===== src/rtl/cond_logic_if.sv =====
// Signal bundle between the instruction decoder and the conditional-execution
// stage: raw requests and ALU flags in, gated strobes and flag state out.
interface cond_logic_if;
  logic       En;
  logic [3:0] Cond;
  logic [3:0] ALUFlags;
  logic [1:0] FlagW;
  logic       PCS;
  logic       RegW;
  logic       MemW;
  logic       NoWrite;
  logic       PCSrc;
  logic       RegWrite;
  logic       MemWrite;
  logic       CondEx;
  logic [3:0] Flags;

  // Decoder side: drives requests, observes gated strobes.
  modport master (
    output En, Cond, ALUFlags, FlagW, PCS, RegW, MemW, NoWrite,
    input  PCSrc, RegWrite, MemWrite, CondEx, Flags
  );

  // Conditional-execution stage side.
  modport slave (
    input  En, Cond, ALUFlags, FlagW, PCS, RegW, MemW, NoWrite,
    output PCSrc, RegWrite, MemWrite, CondEx, Flags
  );
endinterface


===== src/rtl/cond_logic.sv =====
// Conditional-execution stage: holds NZCV, evaluates the condition field
// against the registered flags and gates the decoder's write/branch requests.
module cond_logic #(
  parameter logic [3:0] FLAG_RESET  = 4'b0000,
  parameter bit         NV_EXECUTES = 1'b0
) (
  input logic         clk,
  input logic         reset,
  cond_logic_if.slave bus
);

  logic [3:0] flags_q;
  logic [3:0] flags_d;
  logic       cond_ex;
  logic       gate;

  // Condition-field evaluation against {N,Z,C,V}.
  function automatic logic cond_eval(input logic [3:0] cond, input logic [3:0] f);
    logic n, z, c, v;
    logic r;
    {n, z, c, v} = f;
    case (cond)
      4'b0000: r = z;
      4'b0001: r = ~z;
      4'b0010: r = c;
      4'b0011: r = ~c;
      4'b0100: r = n;
      4'b0101: r = ~n;
      4'b0110: r = v;
      4'b0111: r = ~v;
      4'b1000: r = c & ~z;
      4'b1001: r = ~c | z;
      4'b1010: r = ~(n ^ v);
      4'b1011: r = n ^ v;
      4'b1100: r = ~z & ~(n ^ v);
      4'b1101: r = z | (n ^ v);
      4'b1110: r = 1'b1;
      default: r = NV_EXECUTES;
    endcase
    return r;
  endfunction

  // Condition uses only registered flags, so a flag-setting instruction
  // is judged by the flags that existed before it.
  always_comb begin
    cond_ex = cond_eval(bus.Cond, flags_q);
  end

  assign gate = bus.En & cond_ex & ~reset;

  // Next flags: partial update per FlagW half, only for executing instructions.
  always_comb begin
    flags_d = flags_q;
    if (bus.En && cond_ex) begin
      if (bus.FlagW[1]) flags_d[3:2] = bus.ALUFlags[3:2];
      if (bus.FlagW[0]) flags_d[1:0] = bus.ALUFlags[1:0];
    end
  end

  // Flags register; reset discards any update requested in the same cycle.
  always_ff @(posedge clk) begin
    if (reset) flags_q <= FLAG_RESET;
    else       flags_q <= flags_d;
  end

  assign bus.CondEx   = cond_ex;
  assign bus.PCSrc    = bus.PCS  & gate;
  assign bus.RegWrite = bus.RegW & gate & ~bus.NoWrite;
  assign bus.MemWrite = bus.MemW & gate;
  assign bus.Flags    = flags_q;

endmodule


===== src/flat_wrapper.sv =====
// flat-port wrapper written by rule: the top's interface ports become plain ports
module cond_logic_flat 
#(
  parameter logic [3:0] FLAG_RESET  = 4'b0000,
  parameter bit         NV_EXECUTES = 1'b0
)
  (clk, reset, bus_En, bus_Cond, bus_ALUFlags, bus_FlagW, bus_PCS, bus_RegW, bus_MemW, bus_NoWrite, bus_PCSrc, bus_RegWrite, bus_MemWrite, bus_CondEx, bus_Flags);
  cond_logic_if bus_i ();
  input logic clk;
  input logic reset;
  input wire logic [$bits(bus_i.En)-1:0] bus_En;
  input wire logic [$bits(bus_i.Cond)-1:0] bus_Cond;
  input wire logic [$bits(bus_i.ALUFlags)-1:0] bus_ALUFlags;
  input wire logic [$bits(bus_i.FlagW)-1:0] bus_FlagW;
  input wire logic [$bits(bus_i.PCS)-1:0] bus_PCS;
  input wire logic [$bits(bus_i.RegW)-1:0] bus_RegW;
  input wire logic [$bits(bus_i.MemW)-1:0] bus_MemW;
  input wire logic [$bits(bus_i.NoWrite)-1:0] bus_NoWrite;
  output wire logic [$bits(bus_i.PCSrc)-1:0] bus_PCSrc;
  output wire logic [$bits(bus_i.RegWrite)-1:0] bus_RegWrite;
  output wire logic [$bits(bus_i.MemWrite)-1:0] bus_MemWrite;
  output wire logic [$bits(bus_i.CondEx)-1:0] bus_CondEx;
  output wire logic [$bits(bus_i.Flags)-1:0] bus_Flags;
  assign bus_i.En = bus_En;
  assign bus_i.Cond = bus_Cond;
  assign bus_i.ALUFlags = bus_ALUFlags;
  assign bus_i.FlagW = bus_FlagW;
  assign bus_i.PCS = bus_PCS;
  assign bus_i.RegW = bus_RegW;
  assign bus_i.MemW = bus_MemW;
  assign bus_i.NoWrite = bus_NoWrite;
  assign bus_PCSrc = bus_i.PCSrc;
  assign bus_RegWrite = bus_i.RegWrite;
  assign bus_MemWrite = bus_i.MemWrite;
  assign bus_CondEx = bus_i.CondEx;
  assign bus_Flags = bus_i.Flags;
  cond_logic #(.FLAG_RESET(FLAG_RESET), .NV_EXECUTES(NV_EXECUTES)) u_core (.clk(clk), .reset(reset), .bus(bus_i));
endmodule

===== config.mk =====
export PLATFORM = sky130hd
export DESIGN_NAME = cond_logic_flat
export DESIGN_NICKNAME = d
export VERILOG_FILES = /design/src/rtl/cond_logic_if.sv /design/src/rtl/cond_logic.sv /design/src/flat_wrapper.sv
export SDC_FILE = /design/constraint.sdc
export NUM_CORES = 1
export LEC_CHECK = 0
export ABC_AREA = 1
export CAP_MARGIN = 20
export CORE_AREA = 2 2 39 41
export CTS_BUF_LIST = sky130_fd_sc_hd__clkbuf_16
export DETAILED_ROUTE_END_ITERATION = 16
export DIE_AREA = 0 0 41 43
export GPL_TIMING_DRIVEN = 0
export PLACE_DENSITY_LB_ADDON = 0.3
export SLEW_MARGIN = 20
export SYNTH_ARGS = -nofsm -noshare
export SYNTH_HDL_FRONTEND = slang
export SYNTH_SLANG_ARGS = --single-unit

===== constraint.sdc =====
create_clock -name clk -period 1.75 [get_ports clk]
set_input_delay 0.175 -clock clk [delete_from_list [all_inputs] [get_ports clk]]
set_output_delay 0.175 -clock clk [all_outputs]
set_load 0.005 [all_outputs]

After elaboration in Yosys (flattened, before gate mapping)
Cells that the tools add are included.

Memory bits (read-only): 0. Bits of input ports: 17. Latch bits: 0. Memories: 0. Flip-flop bits (word level): 4. Logic and storage cells: 39. Output and inout port bits: 8. RAM bits: 0.

Add/sub/neg operators: 0. Divide/modulo/power cells: 0. $lt $le $gt $ge: 0. Bitwise gates (word level): 18. Reduce and logical (&&, ||, !) cells: 4. Eq/ne operators: 14. Multiplexer cells: 1. Shift operators: 0. Multiply operators: 0.

Operator list (count): $eq A4 B4 Y1 const B (7); $eq A4 B3 Y1 const B (4); $pmux W1 S15 (1); $and A1 B1 Y1 (8); $eq A4 B2 Y1 const B (2); $not A1 Y1 (7); $eq A4 B1 Y1 const B (1); $logic_not A4 Y1 (1); $reduce_and A2 Y1 (2); $or A1 B1 Y1 (2); $logic_and A1 B1 Y1 (1); $xor A1 B1 Y1 (1).

Logic depth before layout (Yosys ltp)
Gate-level depths: netlist (run 1).

Word-level depth: 8. Mapped depth: 12. Gate-level depth less buffers: 12.

Worst setup path after synthesis (run 1)
OpenSTA, ideal clock, no wires.

Path type: register to output. From: register u_core.flags_q[0], in the netlist u_core.bus.Flags[0]. To: output port bus_RegWrite. Data required time: 1575 ps. Buffers on the path: 0. Setup slack: 413 ps. Arrival time: 1162 ps. Cell stages (with the launch flop): 11. Cells stage by stage: dfxtp_1 -> inv_1 -> nand2_1 -> nand3_1 -> nand2_1 -> nand2_1 -> nand2_1 -> nor2_2 -> nand2_4 -> nand3_2 -> nor3b_2.

Word-level cells in the longest chain between the ends: 8. Elaborated cells on any way between the ends: 10. Those cells by class: 1 x mux; 9 x bitwise.

Ends and longest elaborated chain: start: declaration (line cond_logic.sv:12) `logic [3:0] flags_q;`; start signal: assignment (line cond_logic.sv:63) `else flags_q <= flags_d;`; $xor A1 B1 Y1; $not A1 Y1 (line cond_logic.sv:33, cond_logic.sv:35); $and A1 B1 Y1 (line cond_logic.sv:35) `4'b1100: r = ~z & ~(n ^ v);`; $pmux W1 S15 (*) (line cond_logic.sv:22) `case (cond)`; named net bus_CondEx (line flat_wrapper.sv:22) `output wire logic [$bits(bus_i.CondEx)-1:0] bus_CondEx;`; $and A1 B1 Y1 (*) (2 in a row) (line cond_logic.sv:49) `assign gate = bus.En & cond_ex & ~reset;`; $and A1 B1 Y1 (*) (2 in a row) (line cond_logic.sv:68) `assign bus.RegWrite = bus.RegW & gate & ~bus.NoWrite;`; end: declaration (line flat_wrapper.sv:20) `output wire logic [$bits(bus_i.RegWrite)-1:0] bus_RegWrite;`.

Mark *: on every way through the listed nets, which the timed path passes. The rest lies on a longest branch.

Final worst setup path (run 1)
From: register u_core.flags_q[0], in the netlist u_core.bus.Flags[0]. To: output port bus_CondEx.

Word-level cells in the longest chain between the ends: 4. Elaborated cells on any way between the ends: 6. Those cells by class: 1 x mux; 5 x bitwise.

Ends and longest elaborated chain (line): $xor A1 B1 Y1; $not A1 Y1 (cond_logic.sv:33, cond_logic.sv:35); $and A1 B1 Y1 (cond_logic.sv:35); $pmux W1 S15 (*) (cond_logic.sv:22); end: declaration (flat_wrapper.sv:22).

Mark *: on every way between the ends. The rest lies on a longest branch, timed or not.

==> results.md, run 1 <==
Critical path:
- The startpoint identified for the worst register-to-register timing path is u_core.bus.Flags[0].
- The delay of the slowest cell on the worst path is 0.37 ns.
- STA classifies the critical path endpoint as an output pin.
- The sort of element at the start of the critical path is a flip-flop.
- The setup slack on the worst flop-to-flop path is 0.32 ns.
- Counting both buffers and inverters, the worst setup path holds a total of 3.
- By startpoint and endpoint, the worst setup path is classified as reg2out.
- The worst register-to-register path ends at u_core.bus.Flags[3].
- The largest individual stage delay along the critical path comes from the cell dfxtp_4.
- The required time reported for the critical path endpoint is 1.57 ns.
- The kind of cell adding the most delay to the critical path is simple AND/OR/NAND/NOR gates.
- The length in cells of the worst reg-to-reg path is 12.
- Walking the worst path, the cells encountered are inv_4 -> nand2_1 -> nand2_1 -> nand3_1 -> nand3_1 -> nor2_2 -> nand2_4 -> buf_4 -> clkdlybuf4s15_1.
- STA puts the critical path data arrival time at 1.48 ns.
- In this run the worst path has a maximum fanout of 5.

STA:
- The relative slew slack is 0.785.
- For the pin with the worst max-slew slack, the measured transition is 0.322 ns.
- Timing would allow up to 603 MHz.
- The setup skew after layout is 0.000173 ns.
- After routing, the total negative slack on setup checks comes to 0 ns.
- In the finished design, the share of the clock period the worst path needs comes to 0.948.
- Setup violations remaining at the end of the flow were counted as 0.
- The final-report hold violation count was 0.
- The max-slew violation count is 0.
- Setup repair after global routing could not meet its margin everywhere.
- The final critical delay including setup and external delays is 1.66 ns.

Final layout:
- The final cell area excluding filler cells is 888 um2.
- The number of antenna diodes is 0.
- At the end of the flow, the number of nets in the layout was 143.
- The flip-flop count of the largest register after layout is 4.
- The number of inserted filler cells in the final layout is 148.
- In the final layout, the share of cells above drive strength 1 is 0.363.
- The area growth from synthesis to layout is 80.7%.

Clock tree:
- The clock net in this run drives a total of 4 sinks.
- In this run, post-CTS hold repair placed 0 buffers.
- After clock tree synthesis, the clock-pin slew on the worst setup and hold paths is 0.03 ns.
- The CTS buffer count is 3.
- The root buffer cell is clkbuf_16.
- In this run the number of H-tree levels came out at 1.
- The insertion delay of the later-clocked pin in the worst-skew pair is 0.22 ns.
- The clock tree from TritonCTS is yes.
- The clock tree buffer depth is 2.

Hold path:
- The worst hold path terminates at u_core.bus.Flags[1].
- In this run the worst hold path is classified as reg2reg.
- The startpoint of the lowest-slack hold path is u_core.bus.Flags[1].
- The worst hold path passes through 4 cells.

Drt:
- The pre-antenna-repair detailed-routing pass consisted of 4 iterations.
- The DRC violations left is 0.
- The final route contains 664 vias.
- The wire length after detailed routing is 1450 um.
- The count of routing violations after the opening detailed-route iteration is 15.
- In this run the remaining antenna-violating nets after routing total 0.
- In the final routed layout, each cell accounts on average for 10.3 um.
- The average via count per standard cell is 4.74.

Synthesis:
- Sorting the synthesized cells by area gives the leading types as nand2_1 (22%), dfxtp_1 (16%), nand3_1 (11%).
- For this run, the register share of the synthesized area comes to 0.163.
- The post-synthesis cell area is 492 um2.
- By count the netlist is led by nand2_1 (29), inv_1 (13), nand3_1 (11).
- Synthesis produced 93 cells.
- The number of nets in the synthesized netlist is 110.
- Of the post-synthesis cell area, the dominant cell type holds 0.221.
- The count of flip-flops with a built-in enable after synthesis is 0.
- The largest total area in the synthesized netlist belongs to nand2_1.
- The share of async-settable or async-resettable flops after synthesis is 0.
- The most instantiated library cell after synthesis is nand2_1.
- Counting flops and latches in the post-synthesis netlist gives 4.
- The count of distinct cell types in the synthesized netlist is 15.
- During synthesis, Yosys emitted a total of 0 warnings.
- In the synthesized netlist the dominant register cell turns out to be dfxtp_1.
- The average instance in the mapped netlist occupies 5.29 um2.

Power:
- Power spread over the standard cell area amounts to 737 nW/um2.
- Summed over all cells, the static leakage comes to 0.433 nW.
- The maximum ir drop on the vdd rail is 0.000653 V.
- The power consumption is 0.654 mW.

Run status:
- The flow ran to the end, and the final reports show no timing, DRC or antenna violations.

Global route:
- The global-route congestion overflow total is 0.
- The first global-routing pass estimated 2200 um of wire.
- The initial antenna violation count came to 0.
- The via count of the first global-routing pass is 608.
- The total track usage is 0.183.
- Entering global routing, the biggest net connects 8 pins.

Placement:
- After legalization and detailed placement, the total HPWL measured 1080 um.
- In this run the cell area measured after placement is 752 um2.
- The final weighted congestion in routability-driven placement is 0.733.
- The count of input and output buffers is 24.

Floorplan:
- The die area is 1760 um2.
- The initialized floorplan defines 14 standard-cell rows.
- The die outline width is 41 um.
- The starting density of the core is 0.355.
- The I/O pin count is 25.
- The core outline area is 1380 um2.
- The vertical die dimension is 43 um.

Job:
- The number of maximum-capacitance violations is 0.
## per-layer routing
layer,up-vias,GRT usage,part of all wire
met5,-,0,0
met4,0,0.0400,0.010
met3,2,0.0733,0.067
met2,23,0.344,0.54
met1,292,0.169,0.38
li1,347,-,-
## placed cells by master, fill, tap and decap left out
cell type / netlist / final
a21oi_1: 2 / 1
a21oi_2: 0 / 1
buf_4: 0 / 4
clkbuf_16: 0 / 3
clkbuf_2: 0 / 4
clkdlybuf4s15_1: 0 / 4
clkdlybuf4s50_1: 0 / 16
clkinv_1: 2 / 2
dfxtp_2: 0 / 2
dfxtp_4: 0 / 2
inv_1: 13 / 10
inv_2: 6 / 7
inv_4: 0 / 2
nand2_1: 29 / 27
nand2_2: 1 / 3
nand2_4: 1 / 1
nand3_1: 11 / 10
nand3_2: 3 / 3
nand3_4: 0 / 1
nand4_1: 4 / 4
nor2_1: 10 / 4
nor2_2: 5 / 11
nor3_1: 1 / 1
nor3b_2: 1 / 1
## cell type report
type                    instances  area (um2)  area share
repair buffers                 28         250       0.282
clock buffers                   3        75.1      0.0845
inverters                      21        83.8      0.0944
flip-flops and latches          4        90.1       0.101
multi-input cells              68         369       0.415
well taps                      16        20.0      0.0225
## repair_timing
action / 4_1_cts / 5_1_grt
buffers inserted: 2 / 2
resized for setup: 20 / 22
pin swaps: 2 / 6
endpoints found under the setup margin: 4 / 4
cloned: 0 / 0
## metrics by stage
stage	utilization	setup WS, ns	hold slack [ns]	std cells
after CTS	0.618	0.00885	0.592	138
after global routing	0.642	-0.0101	0.606	140
after detailed placement	0.543	-0.590	0.601	133
after floorplan	-	0.413	0.373	93
final	0.642	0.0917	0.573	140
after global placement	0.543	-0.556	0.594	133
## cell families after synthesis
family | after synthesis | share of synthesized area
simple gates | 66 | 0.656
buf+inv | 21 | 0.160
flops | 4 | 0.163
compound gates | 2 | 0.0204
## worst max-delay path by stage
stage / start / end / cells past startpoint
global placement: bus_Cond[3] / bus_RegWrite / 12
finish: u_core.bus.Flags[0] / bus_CondEx / 9
detailed placement: bus_Cond[3] / bus_RegWrite / 12
CTS: u_core.bus.Flags[3] / bus_MemWrite / 11
global route: u_core.bus.Flags[0] / bus_RegWrite / 11
floorplan: u_core.bus.Flags[0] / bus_RegWrite / 10
## report_power, final
| group | internal [mW] | switching [mW] | total (mW) |
|---|---|---|---|
| clock | 0.292 | 0.0627 | 0.354 |
| sequential | 0.0988 | 0.0100 | 0.109 |
| combinational | 0.0964 | 0.0946 | 0.191 |
## tightest hold or removal path: cells and delay by family, from the launching register on
family	cells	cell delay (ns)
DFF	1	0.33
buffers and inverters	2	0.12
and+or+nand+nor	2	0.09
No activity file was read; power rests on OpenSTA's default activity.
==> run 2: changes to the inputs <==
--- a/config.mk
+++ b/config.mk
@@ -10,3 +10,3 @@
 export CORE_AREA = 2 2 39 41
-export CTS_BUF_LIST = sky130_fd_sc_hd__clkbuf_16
+export CTS_BUF_LIST = sky130_fd_sc_hd__clkbuf_8
 export DETAILED_ROUTE_END_ITERATION = 16
--- a/constraint.sdc
+++ b/constraint.sdc
@@ -3,2 +3,2 @@
 set_output_delay 0.175 -clock clk [all_outputs]
-set_load 0.005 [all_outputs]
+set_load 0.02 [all_outputs]
==> run 2 against run 1 <==
Non-clock buffer count shrank 1. Hold slack gained 0.0088 ns. Cell area shrank 6.1%. Critical path depth grew 2. Maximum frequency shrank 0.73%. Clock power shrank 45%. Clock skew is essentially flat. Count of clock-buffer cells in the layout is the same. Flip-flop and latch count is the same. Worst setup slack lost 0.012 ns. Final cell count shrank 0.71%.
==> results.md, run 2 (synthesis results as in run 1) <==
STA:
- The final setup violation count is 0 (unchanged).
- The setup skew after layout is 0.000538 ns (+0.000364 ns).
- The post-route worst hold slack is 0.582 ns (+0.00875 ns).
- The final critical delay including setup and external delays is 1.67 ns (+0.0122 ns).
- The part of the cycle the worst path needs is 0.955 (+0.00697).
- The highest clock rate is 599 MHz (-0.73%).
- The transition time at the pin with the least slew margin was 0.327 ns (+0.00536 ns).
- The relative slew slack is 0.781 (-0.00359).
- Setup repair after global routing could not meet its margin everywhere.
- The max-slew violation count is 0 (unchanged).
- The final-report hold violation count is 0 (unchanged).
- The accumulated negative setup slack came to 0 ns (unchanged).

Critical path:
- The delay of the slowest cell on the worst path came to 0.35 ns (-0.02 ns).
- The arrival time at the worst endpoint is 1.50 ns (+0.02 ns).
- The critical-path maximum fanout is 4 (-1).
- The setup slack on the worst flop-to-flop path is 0.30 ns (-0.02 ns).
- The critical path class is reg2out.
- The critical path goes through inv_2 -> nand2_1 -> nand3_2 -> nand2_1 -> nand2_1 -> nand2_1 -> nor2_2 -> nand2_4 -> nand3_4 -> nor3b_2 -> buf_4.
- The kind of cell adding the most delay to the critical path is simple AND/OR/NAND/NOR gates.
- The launch instance of the worst register-to-register path is u_core.bus.Flags[1].
- The worst setup path is launched from a flip-flop.
- The required time reported for the critical path endpoint is 1.57 ns (about the same).
- The buffering stage count on the worst path with inverters included came to 2 (-1).
- The cell type of the slowest stage on the worst timing path is dfxtp_4.
- The category of the worst setup path capture point is an output pin.
- The length in cells of the worst reg-to-reg path is 12 (unchanged).
- The endpoint identified for the worst register-to-register timing path is u_core.bus.Flags[0].
- The most numerous cell type found on the critical path is nand2_1.

Floorplan:
- The standard-cell row count is 14 (unchanged).
- The vertical die dimension is 43 um (unchanged).
- The die area is 1760 um2 (unchanged).
- The core outline area is 1380 um2 (unchanged).
- The starting density of the core is 0.355 (unchanged).
- The die outline width is 41 um (unchanged).
- The I/O pin count is 25 (unchanged).

Clock tree:
- The cell sitting at the root of the clock tree is a clkbuf_8.
- The total number of H-tree levels was 1 (unchanged).
- The clock edge transition at the registers on the reported setup and hold paths was 0.03 ns (about the same).
- The CTS buffer count is 3 (unchanged).
- The insertion delay of the later-clocked pin in the worst-skew pair is 0.22 ns (about the same).
- The clock tree buffer depth is 2 (unchanged).
- The hold buffer count at cts is 0 (unchanged).
- The clock sink count is 4 (unchanged).
- The clock tree from TritonCTS is yes.

Final layout:
- The flip-flop count of the largest register after layout is 4 (unchanged).
- Relative to the synthesized area, the layout overhead comes to 69.7%.
- The final cell area excluding filler cells is 835 um2 (-6.1%).
- The net count of the finished layout is 142 (-0.70%).
- The number of inserted filler cells in the final layout is 152 (+2.7%).
- The number of antenna diodes is 0 (unchanged).
- The library cells used most frequently in the layout, excluding fill and tap cells, are nand2_1 (27), clkdlybuf4s50_1 (16), inv_1 (11).
- The library cell used most frequently in the layout, excluding fill and tap cells, is nand2_1.
- The fraction of final layout cells sized beyond drive strength 1 came to 0.333 (-0.0296).

Power:
- The switching part of the total is 0.325 (+0.0694).
- The part of the total power dissipated in sequential elements is 0.216 (+0.050).
- The share of total power in the clock network is 0.389 (-0.153).
- The static leakage power is 0.416 nW (-3.9%).
- The cell-internal power is 0.337 mW (-31%).
- The power consumption was 0.499 mW (-24%).
- The maximum ir drop on the vdd rail is 0.000382 V (-42%).
- The total power per unit cell area is 598 nW/um2 (-19%).
- The switching power of the nets is 0.162 mW (-3.0%).
- The combinational share of power was 0.396 (+0.104).

Global route:
- The global-route congestion overflow total is 0 (unchanged).
- The global-route wire length before repair is 2010 um (-8.8%).
- The initial antenna violation count came to 0 (unchanged).
- The total track usage is 0.172 (-0.0110).
- The maximum number of pins on one net before global-route repair is 9 (+1).
- The via count of the first global-routing pass is 570 (-6.3%).

Drt:
- The number of nets with antenna violations after detailed routing came to 0 (unchanged).
- The number of vias after detailed routing is 651 (-2.0%).
- The wire length after detailed routing came to 1350 um (-6.4%).
- The length of the first detailed-routing pass in iterations is 4 (unchanged).
- The average via count per standard cell is 4.68 (-1.3%).
- The DRC violations left is 0 (unchanged).
- The average wire per cell in the routed design is 9.73 um (-5.8%).
- The count of routing violations after the opening detailed-route iteration is 6 (-9).

Placement:
- The final weighted congestion in routability-driven placement came to 0.733 (unchanged).
- The count of input and output buffers is 24 (unchanged).
- The cell area after placement was 752 um2 (unchanged).
- The estimated wirelength of the detail-placed design was 1080 um (unchanged).

Hold path:
- The worst hold path begins at u_core.bus.Flags[2].
- The kind of path behind the tightest hold check is reg2reg.
- The number of instances on the worst hold path is 4 (unchanged).
- The worst-case hold path end point is u_core.bus.Flags[2].

Job:
- The number of maximum-capacitance violations is 0 (unchanged).

Run status:
- The run finished with clean final reports.
run 2: cell count changes in the layout (fill, tap and decap cells not counted), sizes merged:
cell / before / now
buf: 4 / 6
clkbuf: 7 / 5
clkdlybuf4s15: 4 / 2
dlygate4sd2: 0 / 1
run 2: worst max path at each step:
stage          depth (start not counted)  slack, ns      endpoint                 from
2_1_floorplan                         10       0.06  bus_RegWrite  u_core.bus.Flags[0]
3_3_place_gp                          12      -0.66  bus_RegWrite          bus_Cond[3]
3_5_place_dp                          12      -0.69  bus_RegWrite          bus_Cond[3]
4_1_cts                                8       0.01    bus_CondEx  u_core.bus.Flags[1]
5_1_grt                               11      -0.03  bus_RegWrite  u_core.bus.Flags[0]
6_report                              11       0.08  bus_RegWrite  u_core.bus.Flags[3]
run 2: layout make-up:
class | count | area [um2] | share of cell area
well taps | 16 | 20.0 | 0.0240
flip-flops and latches | 4 | 88.8 | 0.106
repair buffers | 27 | 239 | 0.286
clock buffers | 3 | 41.3 | 0.0495
multi-input cells | 68 | 364 | 0.436
inverters | 21 | 81.3 | 0.0975
run 2: power groups by stage:
stage	clock, mW	combinational, mW	sequential, mW
detailed placement	0	0.182	0.107
CTS	0.199	0.181	0.107
global placement	0	0.180	0.107
floorplan	0	0.0921	0.114
finish	0.194	0.197	0.108
global route	0.204	0.216	0.109
run 2: worst min-delay path, delay by kind of cell, from the launching register on:
kind	cells	cell delay, ns
flip-flops	1	0.33
buffers and inverters	2	0.12
AND/OR/NAND/NOR	2	0.09
run 2: per-layer routing:
metal	part of all wire	track usage	wire [um]	vias to the layer above
met5	0	0	0	-
met4	0.030	0.140	40	0
met3	0.057	0.0314	77	5
met2	0.51	0.291	695	23
met1	0.40	0.166	537	277
li1	-	-	-	346
run 2: timing repair:
action / CTS / global route
buffers inserted: 0 / 3
endpoints found under the setup margin: 4 / 4
pin swaps: 0 / 3
gates resized for setup: 26 / 15
run 2: through the flow:
step,setup slack [ns],util,cells
floorplan,0.0601,-,93
global placement,-0.659,0.543,133
detailed placement,-0.693,0.543,133
CTS,0.0135,0.574,136
global route,-0.0326,0.603,139
finish,0.0795,0.603,139
==> run 3: changes to the inputs <==
PLACE_DENSITY = 0.75   (was default)
PLACE_DENSITY_LB_ADDON = default   (was 0.3)
==> run 3 against run 2 <==
Sequential power barely moved. Register-to-register slack barely moved. Cell area did not move. Sequential share of layout area fell by 0.30 points. Power rose by 0.50%. First-iteration DRC count rose by 17%. Routed wire length rose by 0.59%. Core utilization did not move. Combinational power rose by 3%. Count of clock-buffer cells in the layout did not move. Critical endpoint unchanged. Largest cell class unchanged. Largest power group unchanged. Highest routed layer unchanged.
==> results.md, run 3 (synthesis results as in run 1) <==
STA:
- The max-slew violation count was 0 (unchanged).
- The final-report hold violation count is 0 (unchanged).
- The highest clock rate is 590 MHz (-1.4%).
- The final worst setup slack is 0.0558 ns (-0.0237 ns).
- The final critical delay including setup and external delays is 1.69 ns (+0.0237 ns).
- Setup repair after global routing could not meet its margin everywhere.
- The final setup violation count is 0 (unchanged).
- The relative slew slack is 0.782 (about the same).
- The transition time at the pin with the least slew margin was 0.326 ns (-0.000901 ns).
- The part of the cycle the worst path needs was 0.968 (+0.0135).
- The setup skew after layout was 0.00211 ns (+0.00158 ns).

Drt:
- The number of vias after detailed routing is 656 (+0.77%).
- The number of nets with antenna violations after detailed routing is 0 (unchanged).
- The average wire per cell in the routed design is 9.65 um (-0.84%).
- The length of the first detailed-routing pass in iterations is 4 (unchanged).
- The wire length after detailed routing is 1360 um (+0.59%).
- The count of routing violations after the opening detailed-route iteration is 7 (+1).
- The average via count per standard cell came to 4.65 (-0.66%).
- The DRC violations left is 0 (unchanged).

Placement:
- The final weighted congestion in routability-driven placement came to 0.743 (+1.3%).
- The estimated wirelength of the detail-placed design came to 1080 um (about the same).
- The placed cell count was 133 (unchanged).
- The cell area after placement is 752 um2 (unchanged).
- The placement-stage worst setup slack was -0.704 ns (-0.0114 ns).
- The count of input and output buffers is 24 (unchanged).

Global route:
- The initial antenna violation count is 0 (unchanged).
- The maximum number of pins on one net before global-route repair is 9 (unchanged).
- The global-route congestion overflow total is 0 (unchanged).
- The global-route wire length before repair was 1980 um (-1.3%).
- The via count of the first global-routing pass is 555 (-2.6%).
- The total track usage is 0.170 (-0.00267).

Final layout:
- The fraction of final layout cells sized beyond drive strength 1 is 0.296 (-0.0373).
- The number of inserted filler cells in the final layout is 149 (-2.0%).
- The net count of the finished layout came to 144 (+1.4%).
- The flip-flop count of the largest register after layout was 4 (unchanged).
- The non-filler instance count after layout is 141 (+1.4%).
- The final cell area excluding filler cells was 835 um2 (unchanged).
- The number of antenna diodes was 0 (unchanged).
- Leaving out fill and tap cells, the most frequent cells in the layout are nand2_1 (29), clkdlybuf4s50_1 (16), inv_1 (11), nand3_1 (11).
- The area growth from synthesis to layout is 69.7% (unchanged).
- Leaving out fill and tap cells, the most frequent cell in the layout is nand2_1.

Clock tree:
- CTS placed an instance of clkbuf_8 at the clock tree root.
- The insertion delay of the later-clocked pin in the worst-skew pair was 0.22 ns (about the same).
- The hold buffer count at cts was 0 (unchanged).
- The CTS buffer count is 3 (unchanged).
- The total number of H-tree levels is 1 (unchanged).
- The clock tree buffer depth is 2 (unchanged).
- TritonCTS built the clock tree.
- The clock sink count is 4 (unchanged).
- The clock edge transition at the registers on the reported setup and hold paths is 0.03 ns (about the same).

Power:
- The maximum ir drop on the vdd rail came to 0.000314 V (-18%).
- The switching power of the nets is 0.160 mW (-1.6%).
- The part of the total power dissipated in sequential elements was 0.213 (-0.003).
- The switching part of the total is 0.318 (-0.00689).
- The static leakage power is 0.425 nW (+2.1%).
- The cell-internal power was 0.342 mW (+1.5%).
- The share of total power in the clock network is 0.384 (-0.005).
- The total power per unit cell area was 601 nW/um2 (+0.50%).
- The combinational share of power is 0.403 (+0.007).

Critical path:
- The critical path class is reg2out.
- The launch instance of the worst register-to-register path is u_core.bus.Flags[2].
- Tracing the worst setup path back leads to its startpoint at u_core.bus.Flags[3].
- The required time reported for the critical path endpoint is 1.57 ns (about the same).
- The length in cells of the worst reg-to-reg path is 12 (unchanged).
- The arrival time at the worst endpoint came to 1.52 ns (+0.02 ns).
- The critical-path maximum fanout is 4 (unchanged).
- The sort of element at the start of the critical path is a flip-flop.
- The worst setup path is captured at an output pin.

Floorplan:
- The core outline area is 1380 um2 (unchanged).
- The die area was 1760 um2 (unchanged).
- The I/O pin count is 25 (unchanged).
- The vertical die dimension is 43 um (unchanged).
- The die outline width was 41 um (unchanged).
- The standard-cell row count is 14 (unchanged).
- The starting density of the core is 0.355 (unchanged).

Hold path:
- The number of instances on the worst hold path was 4 (unchanged).
- The kind of path behind the tightest hold check is reg2reg.
- In this run the most critical hold path is launched from u_core.bus.Flags[3].

Run status:
- The run finished with clean final reports.

Job:
- The number of maximum-capacitance violations is 0 (unchanged).
run 3: cell types whose count changed in the layout (fill, tap and decap cells not counted), sizes merged:
cell,before,now
buf,6,8
clkbuf,5,4
dlygate4sd2,1,2
run 3: power by group through the flow:
stage          sequential [mW]  clock (mW)  combinational [mW]
6_report                 0.107       0.193               0.202
3_5_place_dp             0.108           0               0.182
5_1_grt                  0.108       0.205               0.222
4_1_cts                  0.107       0.200               0.185
3_3_place_gp             0.108           0               0.180
2_1_floorplan            0.114           0              0.0921
run 3: worst max-delay path, cell delays in order (launching register included):
cell and delay (ns):
dfxtp_2 0.32, buf_4 0.13, nand2_1 0.07, nand3_1 0.08, nand2_1 0.06, nand2_1 0.04, nand2_1 0.08, nor2_2 0.05
nand2_4 0.08, nand3_4 0.07, nor3b_2 0.16, buf_4 0.16
run 3: path summary, 6_finish.rpt:
kind / slack, ns / endpoint
setup / recovery: 0.06 / bus_RegWrite
hold / removal: 0.56 / u_core.bus.Flags[3]
setup reg to reg: 0.30 / u_core.bus.Flags[3]
hold reg to reg: 0.56 / u_core.bus.Flags[3]
run 3: layer usage:
layer,GRT usage,up-vias,share of wire
met4,0.133,0,0.014
met3,0.0471,4,0.082
li1,-,350,-
met1,0.180,272,0.40
met2,0.263,30,0.50
met5,0,-,0
run 3: through the flow:
step,TNS (ns),total power [mW],hold WS [ns],utilization
4_1_cts,0,0.492,0.592,0.580
3_3_place_gp,-2.35,0.287,0.603,0.543
5_1_grt,-0.0175,0.534,0.608,0.603
3_5_place_dp,-2.43,0.290,0.607,0.543
2_1_floorplan,0,0.206,0.386,-
6_report,0,0.502,0.563,0.603
run 3: final cells by class:
type,instances,area (um2),share of cell area
multi-input cells,68,348,0.417
repair buffers,29,260,0.312
flip-flops and latches,4,86.3,0.103
inverters,21,78.8,0.0945
clock buffers,3,41.3,0.0495
well taps,16,20.0,0.0240
run 3: what timing repair did:
action | CTS | global route
endpoints found under the setup margin | 4 | 4
buffers inserted | 2 | 3
resized for setup | 24 | 9
hold endpoints to repair | 0 | 0
